$ cat config.mk
export PLATFORM = sky130hd
export DESIGN_NAME = mem_port_arbiter_flat
export DESIGN_NICKNAME = d
export VERILOG_FILES = /design/src/rtl/mem_port_arbiter_if.sv /design/src/rtl/mem_port_arbiter.sv /design/src/flat_wrapper.sv
export SDC_FILE = /design/constraint.sdc
export NUM_CORES = 1
export LEC_CHECK = 0
export CELL_PAD_IN_SITES_DETAIL_PLACEMENT = 1
export CELL_PAD_IN_SITES_GLOBAL_PLACEMENT = 1
export CORE_AREA = 4 4 207 209
export CTS_BUF_LIST = sky130_fd_sc_hd__clkbuf_8
export CTS_CLUSTER_DIAMETER = 30
export CTS_CLUSTER_SIZE = 14
export DETAILED_ROUTE_END_ITERATION = 10
export DIE_AREA = 0 0 211 213
export HOLD_SLACK_MARGIN = 0.02
export PLACE_DENSITY_LB_ADDON = 0.1
export SLEW_MARGIN = 0
export SYNTH_ARGS = -nofsm -noshare
export SYNTH_HDL_FRONTEND = slang
export SYNTH_SLANG_ARGS = --single-unit
$ cat constraint.sdc
create_clock -name clk -period 2.2 [get_ports clk]
set_clock_uncertainty 0.2 [all_clocks]
set_input_delay 0.44 -clock clk [delete_from_list [all_inputs] [get_ports clk]]
set_output_delay 0.44 -clock clk [all_outputs]
set_load 0.01 [all_outputs]
$ cat src/rtl/mem_port_arbiter_if.sv
// Purpose: bundles the fetch, execute and memory-port signals of mem_port_arbiter.
// Latency: none; this is a wire bundle.
// Backpressure: requesters hold their request until *_gnt is seen in the same cycle.
// Ports: slave = arbiter side (takes requests and mem_rdata, drives grants, rvalids and the memory port);
//        master = requester/memory side (the mirror image).
interface mem_port_arbiter_if #(
  parameter int ADDR_W = 64,
  parameter int DATA_W = 64
);
  logic                  if_req;
  logic [ADDR_W-1:0]     if_addr;
  logic                  if_gnt;
  logic                  if_rvalid;
  logic [DATA_W-1:0]     if_rdata;

  logic                  ex_req;
  logic [ADDR_W-1:0]     ex_addr;
  logic [DATA_W/8-1:0]   ex_we;
  logic [DATA_W-1:0]     ex_wdata;
  logic                  ex_gnt;
  logic                  ex_rvalid;
  logic [DATA_W-1:0]     ex_rdata;

  logic                  mem_en;
  logic [ADDR_W-1:0]     mem_addr;
  logic [DATA_W/8-1:0]   mem_we;
  logic [DATA_W-1:0]     mem_wdata;
  logic [DATA_W-1:0]     mem_rdata;

  modport slave (
    input  if_req, if_addr,
    output if_gnt, if_rvalid, if_rdata,
    input  ex_req, ex_addr, ex_we, ex_wdata,
    output ex_gnt, ex_rvalid, ex_rdata,
    output mem_en, mem_addr, mem_we, mem_wdata,
    input  mem_rdata
  );

  modport master (
    output if_req, if_addr,
    input  if_gnt, if_rvalid, if_rdata,
    output ex_req, ex_addr, ex_we, ex_wdata,
    input  ex_gnt, ex_rvalid, ex_rdata,
    input  mem_en, mem_addr, mem_we, mem_wdata,
    output mem_rdata
  );
endinterface

$ cat src/rtl/mem_port_arbiter.sv
// Purpose: shares one data-memory port between fetch (reads) and execute (loads/stores).
// Latency: grant is combinational; access on the port 1 cycle later; read data RD_LAT cycles after that.
// Backpressure: a requester not granted this cycle stalls; fetch is forced through after STARVE_MAX denials.
// Ports: clk, rstn (async, active-low); bus (slave modport) carries fetch/execute requests,
//        grants, read responses and the registered memory port.
module mem_port_arbiter #(
  parameter int ADDR_W     = 64,
  parameter int DATA_W     = 64,
  parameter int RD_LAT     = 2,
  parameter int STARVE_MAX = 4
) (
  input  logic              clk,
  input  logic              rstn,
  mem_port_arbiter_if.slave bus
);

  localparam int         BE_W       = DATA_W / 8;
  localparam logic [3:0] STARVE_LIM = 4'(STARVE_MAX);

  logic [3:0]        starve_cnt;
  logic              if_win;
  logic              ex_win;
  logic              rd_win;

  logic              mem_en_q;
  logic [ADDR_W-1:0] mem_addr_q;
  logic [BE_W-1:0]   mem_we_q;
  logic [DATA_W-1:0] mem_wdata_q;

  // One {valid, owner} pair per cycle of read latency plus the port register stage.
  // owner 0 = fetch, 1 = execute.
  logic [RD_LAT:0]   tag_vld;
  logic [RD_LAT:0]   tag_own;

  // Execute normally wins; fetch wins when alone or once it has been starved long enough.
  // Grants are held low while reset is asserted.
  always_comb begin
    if_win = 1'b0;
    ex_win = 1'b0;
    if (rstn) begin
      if_win = bus.if_req && (!bus.ex_req || (starve_cnt == STARVE_LIM));
      ex_win = bus.ex_req && !if_win;
    end
  end

  assign rd_win     = if_win || (ex_win && (bus.ex_we == '0));
  assign bus.if_gnt = if_win;
  assign bus.ex_gnt = ex_win;

  always_ff @(posedge clk or negedge rstn) begin
    if (!rstn) begin
      starve_cnt <= '0;
    end else if (if_win) begin
      starve_cnt <= '0;
    end else if (bus.if_req && (starve_cnt != STARVE_LIM)) begin
      starve_cnt <= starve_cnt + 4'd1;
    end
  end

  // Address and write data hold when idle so the port only toggles on real accesses.
  always_ff @(posedge clk or negedge rstn) begin
    if (!rstn) begin
      mem_en_q    <= 1'b0;
      mem_addr_q  <= '0;
      mem_we_q    <= '0;
      mem_wdata_q <= '0;
    end else if (if_win) begin
      mem_en_q    <= 1'b1;
      mem_addr_q  <= bus.if_addr;
      mem_we_q    <= '0;
    end else if (ex_win) begin
      mem_en_q    <= 1'b1;
      mem_addr_q  <= bus.ex_addr;
      mem_we_q    <= bus.ex_we;
      mem_wdata_q <= bus.ex_wdata;
    end else begin
      mem_en_q    <= 1'b0;
      mem_we_q    <= '0;
    end
  end

  // Clearing the tags on reset is what drops in-flight reads; the memory keeps
  // returning data but nothing qualifies it any more.
  always_ff @(posedge clk or negedge rstn) begin
    if (!rstn) begin
      tag_vld <= '0;
      tag_own <= '0;
    end else begin
      tag_vld <= {tag_vld[RD_LAT-1:0], rd_win};
      tag_own <= {tag_own[RD_LAT-1:0], ex_win};
    end
  end

  assign bus.mem_en    = mem_en_q;
  assign bus.mem_addr  = mem_addr_q;
  assign bus.mem_we    = mem_we_q;
  assign bus.mem_wdata = mem_wdata_q;

  assign bus.if_rvalid = tag_vld[RD_LAT] && !tag_own[RD_LAT];
  assign bus.ex_rvalid = tag_vld[RD_LAT] &&  tag_own[RD_LAT];
  assign bus.if_rdata  = bus.mem_rdata;
  assign bus.ex_rdata  = bus.mem_rdata;

endmodule
$ cat src/flat_wrapper.sv
// flat-port wrapper written by rule: the top's interface ports become plain ports
module mem_port_arbiter_flat 
#(
  parameter int ADDR_W     = 64,
  parameter int DATA_W     = 64,
  parameter int RD_LAT     = 2,
  parameter int STARVE_MAX = 4
)
  (clk, rstn, bus_if_req, bus_if_addr, bus_if_gnt, bus_if_rvalid, bus_if_rdata, bus_ex_req, bus_ex_addr, bus_ex_we, bus_ex_wdata, bus_ex_gnt, bus_ex_rvalid, bus_ex_rdata, bus_mem_en, bus_mem_addr, bus_mem_we, bus_mem_wdata, bus_mem_rdata);
  mem_port_arbiter_if #(.ADDR_W(ADDR_W), .DATA_W(DATA_W)) bus_i ();
  input  logic clk;
  input  logic rstn;
  input wire logic [$bits(bus_i.if_req)-1:0] bus_if_req;
  input wire logic [$bits(bus_i.if_addr)-1:0] bus_if_addr;
  output wire logic [$bits(bus_i.if_gnt)-1:0] bus_if_gnt;
  output wire logic [$bits(bus_i.if_rvalid)-1:0] bus_if_rvalid;
  output wire logic [$bits(bus_i.if_rdata)-1:0] bus_if_rdata;
  input wire logic [$bits(bus_i.ex_req)-1:0] bus_ex_req;
  input wire logic [$bits(bus_i.ex_addr)-1:0] bus_ex_addr;
  input wire logic [$bits(bus_i.ex_we)-1:0] bus_ex_we;
  input wire logic [$bits(bus_i.ex_wdata)-1:0] bus_ex_wdata;
  output wire logic [$bits(bus_i.ex_gnt)-1:0] bus_ex_gnt;
  output wire logic [$bits(bus_i.ex_rvalid)-1:0] bus_ex_rvalid;
  output wire logic [$bits(bus_i.ex_rdata)-1:0] bus_ex_rdata;
  output wire logic [$bits(bus_i.mem_en)-1:0] bus_mem_en;
  output wire logic [$bits(bus_i.mem_addr)-1:0] bus_mem_addr;
  output wire logic [$bits(bus_i.mem_we)-1:0] bus_mem_we;
  output wire logic [$bits(bus_i.mem_wdata)-1:0] bus_mem_wdata;
  input wire logic [$bits(bus_i.mem_rdata)-1:0] bus_mem_rdata;
  assign bus_i.if_req = bus_if_req;
  assign bus_i.if_addr = bus_if_addr;
  assign bus_if_gnt = bus_i.if_gnt;
  assign bus_if_rvalid = bus_i.if_rvalid;
  assign bus_if_rdata = bus_i.if_rdata;
  assign bus_i.ex_req = bus_ex_req;
  assign bus_i.ex_addr = bus_ex_addr;
  assign bus_i.ex_we = bus_ex_we;
  assign bus_i.ex_wdata = bus_ex_wdata;
  assign bus_ex_gnt = bus_i.ex_gnt;
  assign bus_ex_rvalid = bus_i.ex_rvalid;
  assign bus_ex_rdata = bus_i.ex_rdata;
  assign bus_mem_en = bus_i.mem_en;
  assign bus_mem_addr = bus_i.mem_addr;
  assign bus_mem_we = bus_i.mem_we;
  assign bus_mem_wdata = bus_i.mem_wdata;
  assign bus_i.mem_rdata = bus_mem_rdata;
  mem_port_arbiter #(.ADDR_W(ADDR_W), .DATA_W(DATA_W), .RD_LAT(RD_LAT), .STARVE_MAX(STARVE_MAX)) u_core (.clk(clk), .rstn(rstn), .bus(bus_i));
endmodule
# ---- Yosys cells after proc, flatten, opt, wreduce, memory -nomap -nowiden
# Cells that the tools add are included.
dict set report word_totals {
  wordCells 36
  out_inout_bits 269
  in_bits 268
  ff_bits 147
}
dict set report classes {
  eq_ne 2
  n_reduce_logical 15
  muxes 10
  bitwise 1
  n_addsub 1
}
# operator n
set ops {}
lappend ops {{64-bit 2-to-1 mux} 2}
lappend ops {{8-bit 2-to-1 mux} 2}
lappend ops {{8-bit zero test} 1}
lappend ops {{4-bit 2-to-1 mux} 2}
lappend ops {{1-bit logical AND} 6}
lappend ops {{4-bit by 1-bit adder with 4-bit output, second input constant} 1}
lappend ops {{4-bit by 3-bit equality test with 1-bit output, second input constant} 1}
lappend ops {{1-bit 2-to-1 mux} 4}
lappend ops {{4-bit by 3-bit != test with 1-bit output, second input constant} 1}
lappend ops {{2-bit nonzero test} 2}
lappend ops {{1-bit zero test} 3}
lappend ops {{1-bit logical OR} 2}
lappend ops {{2-bit AND reduction} 1}
lappend ops {{1-bit inverter} 1}

# ---- Depth between registers and ports, before layout
dict set report depth {
  ltp_word 8
  depth_mapped 7
}

# ---- Least setup slack after synthesis
# OpenSTA, ideal clock, no wires.
dict set report synth_path {
  path_kind {reg2out}
  start {register u_core.starve_cnt[0]}
  end {output bus_if_gnt}
  slack_ps 187
  t_required_ps 1560
  n_path_buf 1
  arrival_ps 1373
  stages_incl_launch_ff 6
  cell_sequence {dfrtp_1 -> inv_1 -> ha_1 -> nand3b_4 -> a211oi_2 -> buf_2}
}
dict set report synth_between {
  elab_chain_cells 4
}
# element line_no
set synth_lines {}
lappend synth_lines {{from (decl)} mem_port_arbiter.sv:20} ;# logic [3:0] starve_cnt;
lappend synth_lines {{from (signal assigned)} mem_port_arbiter.sv:56} ;# starve_cnt <= starve_cnt + 4'd1;
lappend synth_lines {{4-bit by 3-bit equality test with 1-bit output} mem_port_arbiter.sv:41} ;# if_win = bus.if_req && (!bus.ex_req || (starve_cnt == STARVE_LIM));
lappend synth_lines {{1-bit logical OR} mem_port_arbiter.sv:41}
lappend synth_lines {{1-bit logical AND} mem_port_arbiter.sv:41}
lappend synth_lines {{1-bit 2-to-1 mux} mem_port_arbiter.sv:40} ;# if (rstn) begin
lappend synth_lines {{to (decl)} flat_wrapper.sv:15} ;# output wire logic [$bits(bus_i.if_gnt)-1:0] bus_if_gnt;
# No other way between the ends.

# ---- Worst setup path in the final report
dict set report layout_path {
  start {register u_core.starve_cnt[1]}
  end {output bus_if_gnt}
}
# Same word-level chain as after synthesis.

==> impl_metrics.ini <==
[cts]
htree_levels = 4
cts_tree = yes
cts.sinks = 147
clockBufferDepth = 2
insertion_delay_ns = 0.46
clockRootBuffer = clkbuf_8
path_clk_slew_ns = 0.08
numCtsBuffers = 17

[sta]
grt_setup_unrepaired = yes
drv_slew = 0
layout_min_cycle_time_ns = 2.249
finalHoldViolCount = 0
setup_viol = 2
slew_headroom = 0.4884
period_share = 1.022
fmax_mhz = 444.6
tightest_slew_ns = 0.7675
fin_ws_ns = -0.04896

[pwr]
power_density_nw_per_um2 = 834.0
cell_internal_pwr_uw = 6429
p_leak_uw = 0.004529
pwr-share-seq = 0.395
p_switching_uw = 2574
p_total_uw = 9003
swShare = 0.2859
p_comb_frac = 0.349
ir_drop_v = 0.0002722
clock_power_share = 0.256

[finish]
area_growth_pct = 51.16
layout-drive-gt1-share = 0.1686
finalNonFillerCells = 1315
fin_util = 0.2644
fillers = 4474
n_antenna_cell = 0
nets = 1040

[floorplan]
row_count = 74
fp.dieArea_sq_um = 44940
fp.dieH_um = 213
start_util = 0.1749
io-pin-count = 537
die_x_um = 211
core-area_sq_um = 40830

[drt]
viasPerCell = 3.808
wire_per_inst_um = 19.69
drc = 0
wirelength_um = 25890
vias = 5007
dr.pass1.iters = 4
drt_iter0_drc = 137
drtAntennaViolNets = 0

[place]
numPortBuffers = 344
dp_hpwl_um = 19670
dp.cells = 1281
place_congestion = 0.7603
pre_cts_slack_ns = -0.2336

[synth]
synth_mux_area_frac = 0.1309
yosysMostFrequentCell = dfrtp_1
synth_area_leaders = dfrtp_1, buf_4, mux2_4
synth_top_family_by_area = buffers and inverters
synth-compound-area-share = 0.1013
synth_edf_count = 0
ys_seq_elements = 147
synth_commonest_cells = dfrtp_1, buf_4, and2_1
ys_warn_count = 0
synth-xor-area-share = 0
synth_top_area_share = 0.5151
netlist_instances = 534
synthFlopType = dfrtp_1
synthAdderAreaFrac = 0.003504
yosys.area.top_type = dfrtp_1
synth_area_sq_um = 7142
synth-simple-area-share = 0.07603
yosysUniqueCellTypes = 31
syn_area_per_cell_sq_um = 13.37
ys_seq_area_frac = 0.5151
syn_nets = 804
ys_async_sr_fraction = 1.000

[setup_path]
worstSetupStartpointType = register
critPathMaxFanout = 3
path_delay_family = flip-flops
crit_path_end = bus_if_gnt
worstRegToRegCells = 7
cp.required_ns = 1.56
path_cells = inv_2 > ha_4 > nand3b_4 > a211oi_4 > buf_2
reg2reg_from = u_core.starve_cnt[1]$_DFFE_PN0P_
cp.arrival_ns = 1.61
slowest_delay_ns = 0.40
cpMaxStageDelayCell = dfrtp_1
end_kind = output port
reg2reg_slack_ns = 0.03
crit_type = reg -> out
r2r_end = u_core.bus.mem_addr[59]$_DFFE_PN0P_
cp_num_cells = 5
crit_buf_inv = 2
crit_path_start = u_core.starve_cnt[1]$_DFFE_PN0P_

[outcome]
violations = negative setup slack
status = finished, violations left

[run]
drv_cap = 0

[grt]
grt_first_pass_wirelength_um = 38700
gr-total-overflow = 0
grt_max_degree = 93
grt_use_total = 0.1137
antenna_found_initial = 0
first_global_vias = 5970

[min_path]
min_path_type = in -> async
[state kept, by name, summed over array words and instances (netlist names)]
| register | count |
|---|---|
| u_core.bus.mem_addr | 64 |
| u_core.bus.mem_en | 1 |
| u_core.bus.mem_wdata | 64 |
| u_core.bus.mem_we | 8 |
| u_core.starve_cnt | 4 |
| u_core.tag_own | 3 |
| u_core.tag_vld | 3 |
[final cells by class]
type	instances	area (sq um)	area share
flip-flops and latches	147	3679	0.3407
multi-input cells	225	2257	0.2091
well taps	532	665.6	0.06166
clock inverters	12	138.9	0.01287
inverters	5	18.77	0.001739
repair buffers	374	3761	0.3484
clock buffers	20	275.3	0.02550
[worst register-to-register path, stage by stage, from the launching register on]
cell and delay [ns]:
dfrtp_1 0.40, inv_2 0.08, ha_4 0.15, nand3b_4 0.11
a211oi_4 0.24, buf_4 0.37, buf_12 0.30, a221o_1 0.27
[cell families after synthesis]
family | Yosys count
AOI/OAI and AO/OA | 74
adders and majority gates | 2
buffers and inverters | 162
DFF | 147
muxes | 64
and+or+nand+nor | 85
[layer usage]
layer,vias to the layer above,GRT usage,part of all wire
met1,2440,0.1227,0.38
li1,2222,-,-
met5,-,0,0
met2,297,0.1897,0.49
met3,48,0.05525,0.10
met4,0,0.05097,0.031
[metrics by stage]
stage          area, sq um  setup TNS (ns)  hold WS [ns]
2_1_floorplan         7142               0      -0.05559
3_3_place_gp         10350          -15.90       0.03197
3_5_place_dp         10350          -20.43       0.02968
4_1_cts              10790         -0.2456       0.06548
5_1_grt              10800          -4.328       0.08966
6_report             10800        -0.07051        0.1407
[power groups by stage]
stage               clock (uW)  combinational (uW)  sequential [uW]
floorplan                    0                1260             3820
global placement             0                3140             3600
detailed placement           0                3160             3610
CTS                       2480                3210             3570
global route              2600                3370             3640
finish                    2310                3140             3560
[layout by cell type, fill, tap and decap left out, types with 3 or more instances in the layout]
cell type / n
inv_1: 6
a221o_1: 64
mux2_4: 57
clkbuf_8: 20
bufinv_16: 3
buf_4: 22
mux2_2: 7
dlymetal6s2s_1: 3
dfrtp_1: 147
clkdlybuf4s50_1: 336
buf_12: 7
and2_1: 73
inv_2: 3
[worst min-delay path by stage]
stage / start / to / slack, ns / cells past startpoint
3_3_place_gp: rstn / u_core.bus.mem_we[2]$_DFF_PN0_ / 0.03 / 1
6_report: rstn / u_core.bus.mem_we[2]$_DFF_PN0_ / 0.14 / 2
4_1_cts: rstn / u_core.bus.mem_we[2]$_DFF_PN0_ / 0.07 / 2
2_1_floorplan: rstn / u_core.bus.mem_addr[0]$_DFFE_PN0P_ / -0.06 / 0
5_1_grt: rstn / u_core.bus.mem_we[2]$_DFF_PN0_ / 0.09 / 2
3_5_place_dp: rstn / u_core.bus.mem_we[2]$_DFF_PN0_ / 0.03 / 1
[timing repair]
item	4_1_cts	5_1_grt
pin swaps	2	0
resized for setup	15	3
endpoints found under the hold margin	147	0
endpoints found under the setup margin	48	49
hold buffers	1	0
setup buffers	1	0
cloned	0	0
No activity file was read; power rests on OpenSTA's default activity.
